## config.mk

```make
export PLATFORM = sky130hd
export DESIGN_NAME = intr_ctrl
export DESIGN_NICKNAME = d
export VERILOG_FILES = /design/src/rtl/intr_ctrl.sv
export SDC_FILE = /design/constraint.sdc
export NUM_CORES = 1
export LEC_CHECK = 0
export CAP_MARGIN = 15
export CORE_MARGIN = 5
export CORE_UTILIZATION = 26
export CTS_BUF_LIST = sky130_fd_sc_hd__clkbuf_8
export CTS_CLUSTER_SIZE = 8
export DETAILED_ROUTE_END_ITERATION = 16
export PLACE_DENSITY = 0.93
export SETUP_SLACK_MARGIN = 0.02
export SYNTH_ARGS = -nofsm -noshare
export SYNTH_HDL_FRONTEND = slang
export SYNTH_SLANG_ARGS = --single-unit
```

## constraint.sdc

```tcl
create_clock -name CLK -period 1.83 [get_ports CLK]
set_input_delay 0.4575 -clock CLK [delete_from_list [all_inputs] [get_ports CLK]]
set_output_delay 0.4575 -clock CLK [all_outputs]
set_load 0.03 [all_outputs]
```

## src/rtl/intr_ctrl.sv

```systemverilog
// Interrupt front-end: synchronises and debounces INTR, latches a pending request,
// sequences take/handler/return and drives the trap or return PC to the PC mux.
module intr_ctrl #(
    parameter int DEBOUNCE_CYC = 4,
    parameter int CNT_W        = 3
) (
    input  logic        CLK,
    input  logic        RST_N,
    input  logic        INTR,
    input  logic        CSR_MIE,
    input  logic [31:0] CSR_MTVEC,
    input  logic [31:0] CSR_MEPC,
    input  logic        INSTR_DONE,
    input  logic        MRET,
    output logic        INT_TAKEN,
    output logic        PC_SEL_TRAP,
    output logic [31:0] TRAP_PC,
    output logic        INT_PENDING,
    output logic        IN_ISR
);

    localparam logic [CNT_W-1:0] CNT_MAX = CNT_W'(DEBOUNCE_CYC);

    typedef enum logic [1:0] {
        S_IDLE   = 2'd0,
        S_TAKE   = 2'd1,
        S_ISR    = 2'd2,
        S_RETURN = 2'd3
    } state_t;

    state_t           state;
    logic             sync1;
    logic             s_intr;
    logic [CNT_W-1:0] cnt;
    logic [CNT_W-1:0] cnt_nxt;
    logic             valid;
    logic             valid_nxt;
    logic             req_edge;
    logic             pending;

    always_comb begin
        cnt_nxt = cnt;
        if (!s_intr) begin
            cnt_nxt = '0;
        end else if (cnt != CNT_MAX) begin
            cnt_nxt = cnt + CNT_W'(1);
        end
    end

    // Edge is taken on the counter update itself so pending rises with 'valid'.
    assign valid     = (cnt == CNT_MAX);
    assign valid_nxt = (cnt_nxt == CNT_MAX);
    assign req_edge  = valid_nxt & ~valid;

    always_ff @(posedge CLK or negedge RST_N) begin
        if (!RST_N) begin
            sync1   <= 1'b0;
            s_intr  <= 1'b0;
            cnt     <= '0;
            pending <= 1'b0;
        end else begin
            sync1   <= INTR;
            s_intr  <= sync1;
            cnt     <= cnt_nxt;
            pending <= req_edge | (pending & ~INT_TAKEN);
        end
    end

    always_ff @(posedge CLK or negedge RST_N) begin
        if (!RST_N) begin
            state       <= S_IDLE;
            INT_TAKEN   <= 1'b0;
            PC_SEL_TRAP <= 1'b0;
            IN_ISR      <= 1'b0;
        end else begin
            INT_TAKEN   <= 1'b0;
            PC_SEL_TRAP <= 1'b0;
            case (state)
                S_IDLE: begin
                    if (pending && CSR_MIE && INSTR_DONE && !MRET) begin
                        state       <= S_TAKE;
                        INT_TAKEN   <= 1'b1;
                        PC_SEL_TRAP <= 1'b1;
                    end
                end
                S_TAKE: begin
                    state  <= S_ISR;
                    IN_ISR <= 1'b1;
                end
                S_ISR: begin
                    if (MRET && INSTR_DONE) begin
                        state       <= S_RETURN;
                        PC_SEL_TRAP <= 1'b1;
                        IN_ISR      <= 1'b0;
                    end
                end
                S_RETURN: begin
                    state <= S_IDLE;
                end
                default: begin
                    state  <= S_IDLE;
                    IN_ISR <= 1'b0;
                end
            endcase
        end
    end

    always_comb begin
        TRAP_PC = 32'h0;
        case (state)
            S_TAKE:   TRAP_PC = CSR_MTVEC;
            S_RETURN: TRAP_PC = CSR_MEPC;
            default:  TRAP_PC = 32'h0;
        endcase
    end

    assign INT_PENDING = pending;

endmodule
```

# Word level (Yosys, flattened, before mapping)
# Index checks and enable logic that the tools add are counted.
[op_classes] add_sub_neg=1 n_eq_ne=8 n_mux=12 bitwise_logic=5 reduce_logical=9
[ops] op="32-bit one-hot mux with 2 select lines" n=1
[ops] op="2-bit one-hot mux with 4 select lines" n=1
[ops] op="3-bit equality test (second input constant)" n=2
[ops] op="3-bit two-way mux" n=2
[ops] op="2-bit equality test (second input constant)" n=2
[ops] op="1-bit logical AND" n=4
[ops] op="1-bit two-way mux" n=4
[ops] op="2-bit two-way mux" n=2
[ops] op="2-bit != test (second input constant)" n=2
[ops] op="1-bit one-hot mux with 2 select lines" n=2
[ops] op="2-bit AND reduction" n=2
[ops] op="3-bit by 1-bit adder with 3-bit output (second input constant)" n=1
[ops] op="3-bit != test (second input constant)" n=1
[ops] op="1-bit bitwise AND" n=2
[ops] op="2-bit by 1-bit equality test with 1-bit output (second input constant)" n=1
[ops] op="2-bit zero test" n=1
[ops] op="1-bit inverter" n=2
[ops] op="2-bit nonzero test" n=1
[ops] op="1-bit zero test" n=1
[ops] op="1-bit OR" n=1
[totals] ff_bits=11 inputBits=70 word_cells=43

# Longest topological paths before layout
# Gate-level depths: netlist of the first run.
[depth] word_depth=6 ltp_mapped=5 depth_no_buf=5

# Worst setup path after synthesis of the first run
# No wires, ideal clock.
[synth_path] kind="reg2out" startpoint="register state[1]" endpoint="output TRAP_PC[11]" t_arrival_ns=1.277 required_ns=1.372 slack_ns=0.096 path_stages_with_launch=6 n_path_buf=2 cell_sequence="dfrtp_1 -> inv_1 -> ha_1 -> clkbuf_1 -> buf_2 -> a22o_1"
[synth_via] elab_chain_len=2 word_cells_on_any_way=3 cone_classes="eq/ne (2); mux (1)"
[synth_rtl] item="start, declared" line="31" text="state_t state;"
[synth_rtl] item="start signal, assigned" line="71" text="state <= S_IDLE;"
[synth_rtl] item="start signal, assigned" line="81" text="state <= S_TAKE;"
[synth_rtl] item="start signal, assigned" line="87" text="state <= S_ISR;"
[synth_rtl] item="2-bit equality test or 2-bit by 1-bit equality test with 1-bit output (tied branches)" line="110" text="case (state)"
[synth_rtl] item="32-bit one-hot mux with 2 select lines *" line="110"
[synth_rtl] item="end, declared" line="17" text="output logic [31:0] TRAP_PC,"
# Mark *: on every way between the ends. The rest lies on a longest branch, timed or not.

# Final worst setup path of the first run
[layout_path] startpoint="register state[1]" endpoint="output TRAP_PC[13]"
# Same word-level chain as after synthesis.

==> results by group, run 1 <==
Finish
  – NumNets Final: 273
  – Layout overhead on the synthesized area: 154.6%
  – Layout cells sized above 1: 0.2653
  – Utilization after layout: 0.6898
  – Most common cell after layout, fill and taps aside: clkdlybuf4s50_1
  – Most frequent cells in the layout: clkdlybuf4s50_1 (73), buf_6 (34), a22o_1 (32)
  – ANT cells: 0
  – Non-Filler Instances: 240

Placed design
  – DP Cell Count: 231
  – GPL Wtd Cong: 0.7807
  – HPWL Detailed: 3157 µm
  – Number of port buffers: 105

Clocking
  – Worst skew pair latency: 240 ps
  – Clk slew on worst S/H paths: 50 ps
  – Max Buffers Root-to-Sink: 2
  – CTS tree: yes
  – Root buf cell: clkbuf_8
  – Total CTS buffers: 3
  – Clock sinks: 11
  – CTS H-tree lvls: 1

Synth
  – Yosys cell types: 21
  – Post-Synthesis Cells: 84
  – Post-Syn Nets: 160
  – XOR/XNOR Fraction of Synth Area: 0.01059
  – Synth Area in Simple Gates: 0.06657
  – Syn Area/Cell: 9.846 µm²
  – Syn Std Cell Area: 827.0 µm²
  – Largest family of logic cells by synthesized area: compound AO/OA/AOI/OAI gates
  – #FFs+latches synth: 11
  – YS warnings: 0
  – Adder-cell share of the synthesized area: 0.09077
  – Synth Area in Compound Gates: 0.4160
  – Seq/Total Area, Yosys: 0.3328
  – Multiplexer share of the synthesized area: 0.01362

Drt
  – Post-route DRC: 0
  – DR iter-0 viols: 49
  – Post-route ant nets: 0
  – Total wire length: 4463 µm
  – Via Count: 1153
  – Drt pass-1 iters: 4
  – Routed length per instance: 18.60 µm
  – DR vias/cell: 4.804

Global route
  – Global-route total usage across every layer: 0.1977
  – GR Overflow Total: 0
  – Pin count of the biggest net entering global routing: 33
  – Vias in the first global route: 1207
  – Antenna violations before repair: 0
  – First-pass GRT wire length: 6534 µm

Flow run
  – Max-cap violation count: 0

Setup path
  – CP required: 1370 ps
  – Critical-path maximum fanout: 11
  – Arr. time, crit path: 1420 ps
  – Setup CP Type: reg -> out
  – Reg2Reg Depth: 6
  – Worst setup EP type: output port
  – CP Launch Type: flop

Timing
  – RSZ-0062 raised after global routing: true
  – Setup_tns: -759.8 ps
  – Setup WS post-layout: -43.71 ps
  – Worst-Margin Slew: 472.5 ps
  – Count of final hold-check violations: 0
  – Clock skew: 2.613 ps
  – Final setup violation count: 32
  – Min Tclk post-route: 1874 ps
  – Max transition margin: 0.6840
  – Final Cycle Share: 1.024
  – Fmax: 533.7 MHz
  – Slew Limit Fails: 0

Hold path
  – Hold path cells: 0
  – Hold WC Path Type: reg -> reg

Floorplanning
  – Core area: 3053 µm²
  – # rows: 20
  – Die height: 66.40 µm
  – Ports: 106
  – Die ar.: 4409 µm²
  – Initial Util: 0.2709
  – Die Wd: 66.40 µm

Power
  – P_leak: 0.9386 nW
  – PwrDens: 1162 nW/µm²
  – Final Power: 2.447 mW
  – VDD IR max: 0.5665 mV

Status
  – Failing checks: setup timing
  – Status: finished with violations
-- what timing repair did --
action                     4_1_cts  5_1_grt
gates resized for setup         40        2
hold buffers                     0        0
pin swaps                        2        8
setup endpoints to repair       32       32
cloned                           1        0
setup buffers                    3        1
-- worst paths after layout --
path	start	end	slack (ps)
max reg2reg	state[0]$_DFFE_PN0P_	state[1]$_DFFE_PN0P_	240
min in group asynchronous	RST_N	INT_TAKEN$_DFF_PN0_	540
min reg2reg	sync1$_DFF_PN0_	s_intr$_DFF_PN0_	350
min	sync1$_DFF_PN0_	s_intr$_DFF_PN0_	350
max in group asynchronous	RST_N	state[0]$_DFFE_PN0P_	940
max	state[1]$_DFFE_PN0P_	TRAP_PC[13]	-40
-- power by group --
group / switching (mW) / internal (mW)
combinational: 0.954 / 0.904
sequential: 0.0496 / 0.303
clock: 0.0899 / 0.147
-- logic make-up (layout without fill, tap and decap cells) --
kind of cell | Yosys count | after routing
AOI/OAI and AO/OA | 40 | 40
xor gates and xnor gates | 1 | 1
adders and majority gates | 6 | 6
buffers and inverters | 14 | 126
DFF | 11 | 11
muxes | 1 | 1
and+or+nand+nor | 11 | 11
-- state kept, by name, indices dropped and copies added (netlist names) --
| signal | count |
|---|---|
| s_intr | 1 |
| PC_SEL_TRAP | 1 |
| cnt | 3 |
| state | 2 |
| sync1 | 1 |
| INT_TAKEN | 1 |
| IN_ISR | 1 |
| INT_PENDING | 1 |
-- metal layers --
metal / part of all wire / track usage / wire (µm) / vias up
met4: 0.022 / 0.06345 / 98 / 0
met5: 0 / 0 / 0 / -
li1: - / - / - / 549
met2: 0.48 / 0.3519 / 2140 / 66
met1: 0.37 / 0.2212 / 1660 / 529
met3: 0.13 / 0.06122 / 563 / 9
-- per-stage QoR --
step	hold slack (ps)	setup WS [ps]	area [µm²]
after floorplan	161.9	95.57	827.0
after global placement	336.2	82.27	1872
after detailed placement	340.3	39.48	1872
after CTS	351.3	-20.41	2093
after global routing	365.1	-110.0	2106
final	347.2	-43.71	2106
-- worst max-delay path, cell delays in order, from the launching register on --
cell and delay, ps:
dfrtp_1 400, inv_2 70, ha_4 180, buf_8 140, a22o_1 240, buf_6 150
-- cell usage after synthesis --
cell type,count,area share
a22o_1,32,0.34
dfrtp_1,11,0.33
inv_1,7,0.032
ha_1,6,0.091
buf_2,4,0.024
clkbuf_1,3,0.014
nand2_1,3,0.014
nor2_1,3,0.014
and2_1,2,0.015
o21ai_0,2,0.012
a21boi_2,1,0.014
a31o_2,1,0.011
a31oi_1,1,0.0076
a41o_1,1,0.012
mux2_1,1,0.014
nand4b_1,1,0.011
nor2b_1,1,0.0076
nor3_1,1,0.0060
o22ai_1,1,0.0076
o32a_2,1,0.014
xnor2_1,1,0.011
-- layout make-up --
cell class	count	area [µm²]
Clock buffer	3	41.29
Clock inverter	1	3.754
Fill cell	237	947.2
Inverter	7	26.28
Multi-Input combinational cell	59	509.2
Sequential cell	11	276.5
Tap cell	44	55.05
Timing Repair Buffer	115	1194
No activity file was read; power rests on OpenSTA's default activity.
==> run 2, diff against run 1 <==
--- a/config.mk
+++ b/config.mk
@@ -5,7 +5,7 @@
 export SDC_FILE = /design/constraint.sdc
 export NUM_CORES = 1
 export LEC_CHECK = 0
-export CAP_MARGIN = 15
+export CAP_MARGIN = 10
 export CORE_MARGIN = 5
 export CORE_UTILIZATION = 26
 export CTS_BUF_LIST = sky130_fd_sc_hd__clkbuf_8
==> results of run 2 <==
Same layout as run 1: the final DEF is identical, and so are final timing and power.
==> run 3, diff against run 2 <==
--- a/config.mk
+++ b/config.mk
@@ -16,3 +16,4 @@
 export SYNTH_ARGS = -nofsm -noshare
 export SYNTH_HDL_FRONTEND = slang
 export SYNTH_SLANG_ARGS = --single-unit
+export TNS_END_PERCENT = 5
==> run 3 against run 2 <==
  * Hold slack did not move
  * Combinational power barely moved
  * Maximum frequency barely moved
  * Critical path type unchanged
  * Sequential power barely moved
  * Total power fell by 0.27%
  * The flow still finishes with violations (setup timing)
  * Highest routed layer unchanged
  * Critical path depth did not move
  * Non-clock buffer count did not move
==> results by group, run 3 (synthesized netlist as in run 1, its figures left out) <==
Global route
  – GR Overflow Total: 0 (unchanged)
  – Met1 usage: 0.2212 (unchanged)
  – Global-route total usage across every layer: 0.1977 (unchanged)
  – Vias in the first global route: 1209 (+0.17%)
  – Antenna violations before repair: 0 (unchanged)
  – Layer carrying the most global-route usage: met2
  – First-pass GRT wire length: 6534 µm (unchanged)
  – GRT met2 Usage: 0.3519 (unchanged)
  – Met3 Use GR: 0.06122 (unchanged)
  – Pin count of the biggest net entering global routing: 33 (unchanged)

Timing
  – Min Tclk post-route: 1874 ps (-0.03870 ps)
  – Fmax: 533.7 MHz (about the same)
  – Max transition margin: 0.6841 (about the same)
  – RSZ-0062 raised after global routing: true
  – Final setup violation count: 32 (unchanged)
  – Count of final hold-check violations: 0 (unchanged)
  – Slew Limit Fails: 0 (unchanged)
  – Final Cycle Share: 1.024 (about the same)
  – Worst-Margin Slew: 472.3 ps (-0.1391 ps)
  – Setup WS post-layout: -43.67 ps (+0.03870 ps)
  – Clock skew: 2.615 ps (+0.001640 ps)

Floorplanning
  – Initial Util: 0.2709 (unchanged)
  – Die Wd: 66.40 µm (unchanged)
  – Core area: 3053 µm² (unchanged)
  – Die height: 66.40 µm (unchanged)
  – Ports: 106 (unchanged)
  – Die ar.: 4409 µm² (unchanged)
  – # rows: 20 (unchanged)

Drt
  – Post-route ant nets: 0 (unchanged)
  – Via Count: 1148 (-0.43%)
  – Drt pass-1 iters: 4 (unchanged)
  – Total wire length: 4476 µm (+0.29%)
  – Post-route DRC: 0 (unchanged)
  – Routed length per instance: 18.65 µm (+0.29%)
  – DR iter-0 viols: 47 (-4.1%)
  – DR vias/cell: 4.783 (-0.43%)

Setup path
  – Setup crit start: state[1]$_DFFE_PN0P_
  – Worst setup EP type: output port
  – Worst Path Buf+Inv: 3 (unchanged)
  – CP required: 1370 ps (about the same)
  – CP Launch Type: flop
  – Slack of the worst reg-to-reg path: 210 ps (-30 ps)
  – Critical Path Most Common Cell: buf_6
  – Worst reg2reg startpoint: state[0]$_DFFE_PN0P_
  – Crit path cell chain: inv_2 -> ha_4 -> buf_6 -> a22o_1 -> buf_6
  – Arr. time, crit path: 1420 ps (about the same)
  – Critical-path maximum fanout: 11 (unchanged)
  – CP top delay family: flip-flops
  – Setup CP Type: reg -> out
  – Critical path's largest stage delay: 400 ps (about the same)
  – Worst-path cell with the longest stage delay: dfrtp_1

Flow run
  – Max-cap violation count: 0 (unchanged)

Hold path
  – Hold_sp: sync1$_DFF_PN0_
  – Hold WC Path Type: reg -> reg

Finish
  – Most frequent cells in the layout: clkdlybuf4s50_1 (73), buf_6 (35), a22o_1 (32)
  – Number of flip-flops in the largest register: 3 (unchanged)
  – Layout cells sized above 1: 0.2602 (-0.005102)
  – Regs by FF count: cnt (3), state (2)
  – Layout overhead on the synthesized area: 154.0%
  – ANT cells: 0 (unchanged)
  – Most common cell after layout, fill and taps aside: clkdlybuf4s50_1
  – Filler Cell Count: 238 (+0.42%)
  – Finished Cell Area: 2101 µm² (-0.24%)
  – Largest Register: cnt
  – NumNets Final: 273 (unchanged)

Clocking
  – Root buf cell: clkbuf_8
  – CTS H-tree lvls: 1 (unchanged)
  – Worst skew pair latency: 240 ps (about the same)
  – Max Buffers Root-to-Sink: 2 (unchanged)
  – Clk slew on worst S/H paths: 50 ps (about the same)
  – Clock sinks: 11 (unchanged)
  – Hold_buf cts: 0 (unchanged)
  – Total CTS buffers: 3 (unchanged)
  – CTS tree: yes

Status
  – Status: finished with violations
  – Failing checks: setup timing

Placed design
  – Number of port buffers: 105 (unchanged)
  – HPWL Detailed: 3157 µm (unchanged)
  – GPL Wtd Cong: 0.7807 (unchanged)
  – Post-placement cell area: 1872 µm² (unchanged)

Power
  – NetSw: 1.093 mW (about the same)
  – Switching Share: 0.4478 (+0.001031)
  – Logic gate share of total power: 0.759 (about the same)
  – Clock share of power: 0.097 (about the same)
  – P_leak: 0.9389 nW (about the same)
  – VDD IR max: 0.5659 mV (-0.11%)
  – Pint: 1.348 mW (-0.45%)
  – PwrDens: 1162 nW/µm² (about the same)
  – Seq pwr share: 0.144 (about the same)
  – Final Power: 2.441 mW (-0.27%)
-- run 3: cell type report --
class                   count  area, µm²  area share
clock buffers               3      41.29     0.01965
clock inverters             1      3.754    0.001787
inverters                   7      26.28     0.01251
multi-input cells          59      509.2      0.2424
flip-flops and latches     11      275.3      0.1310
well taps                  44      55.05     0.02621
repair buffers            115       1190      0.5664
-- run 3: power by group through the flow --
stage / Sequential [mW] / Combinational [mW] / Clock (mW)
CTS: 0.348 / 1.82 / 0.246
detailed placement: 0.350 / 1.56 / 0
global placement: 0.347 / 1.56 / 0
floorplan: 0.394 / 0.883 / 0
finish: 0.351 / 1.85 / 0.237
global route: 0.364 / 1.96 / 0.251
-- run 3: repair_timing --
action,in CTS,in global routing
endpoints found under the setup margin,32,32
setup buffers,3,1
cloned,1,0
gates resized for setup,40,0
pin swaps,2,4
-- run 3: path summary, 6_finish.rpt --
kind	endpoint	depth (start not counted)
hold / removal	s_intr$_DFF_PN0_	0
setup / recovery	TRAP_PC[13]	5
min in group asynchronous	INT_TAKEN$_DFF_PN0_	1
hold reg to reg	s_intr$_DFF_PN0_	0
setup reg to reg	state[1]$_DFFE_PN0P_	6
max in group asynchronous	cnt[1]$_DFF_PN0_	1
-- run 3: per-layer routing --
metal,vias to the layer above,share of wire
met5,-,0
met4,0,0.026
met3,11,0.12
met2,66,0.47
met1,522,0.37
li1,549,-
-- run 3: stage by stage --
| step | util | worst slack [ps] | hold WS (ps) | setup TNS [ps] | std cells |
|---|---|---|---|---|---|
| 3_5_place_dp | 0.6131 | 39.48 | 340.3 | 0 | 231 |
| 5_1_grt | 0.6881 | -109.3 | 365.1 | -2985 | 240 |
| 3_3_place_gp | 0.6131 | 82.27 | 336.2 | 0 | 231 |
| 2_1_floorplan | - | 95.57 | 161.9 | 0 | 84 |
| 6_report | 0.6881 | -43.67 | 347.2 | -763.7 | 240 |
| 4_1_cts | 0.6857 | -20.41 | 351.3 | -210.5 | 239 |
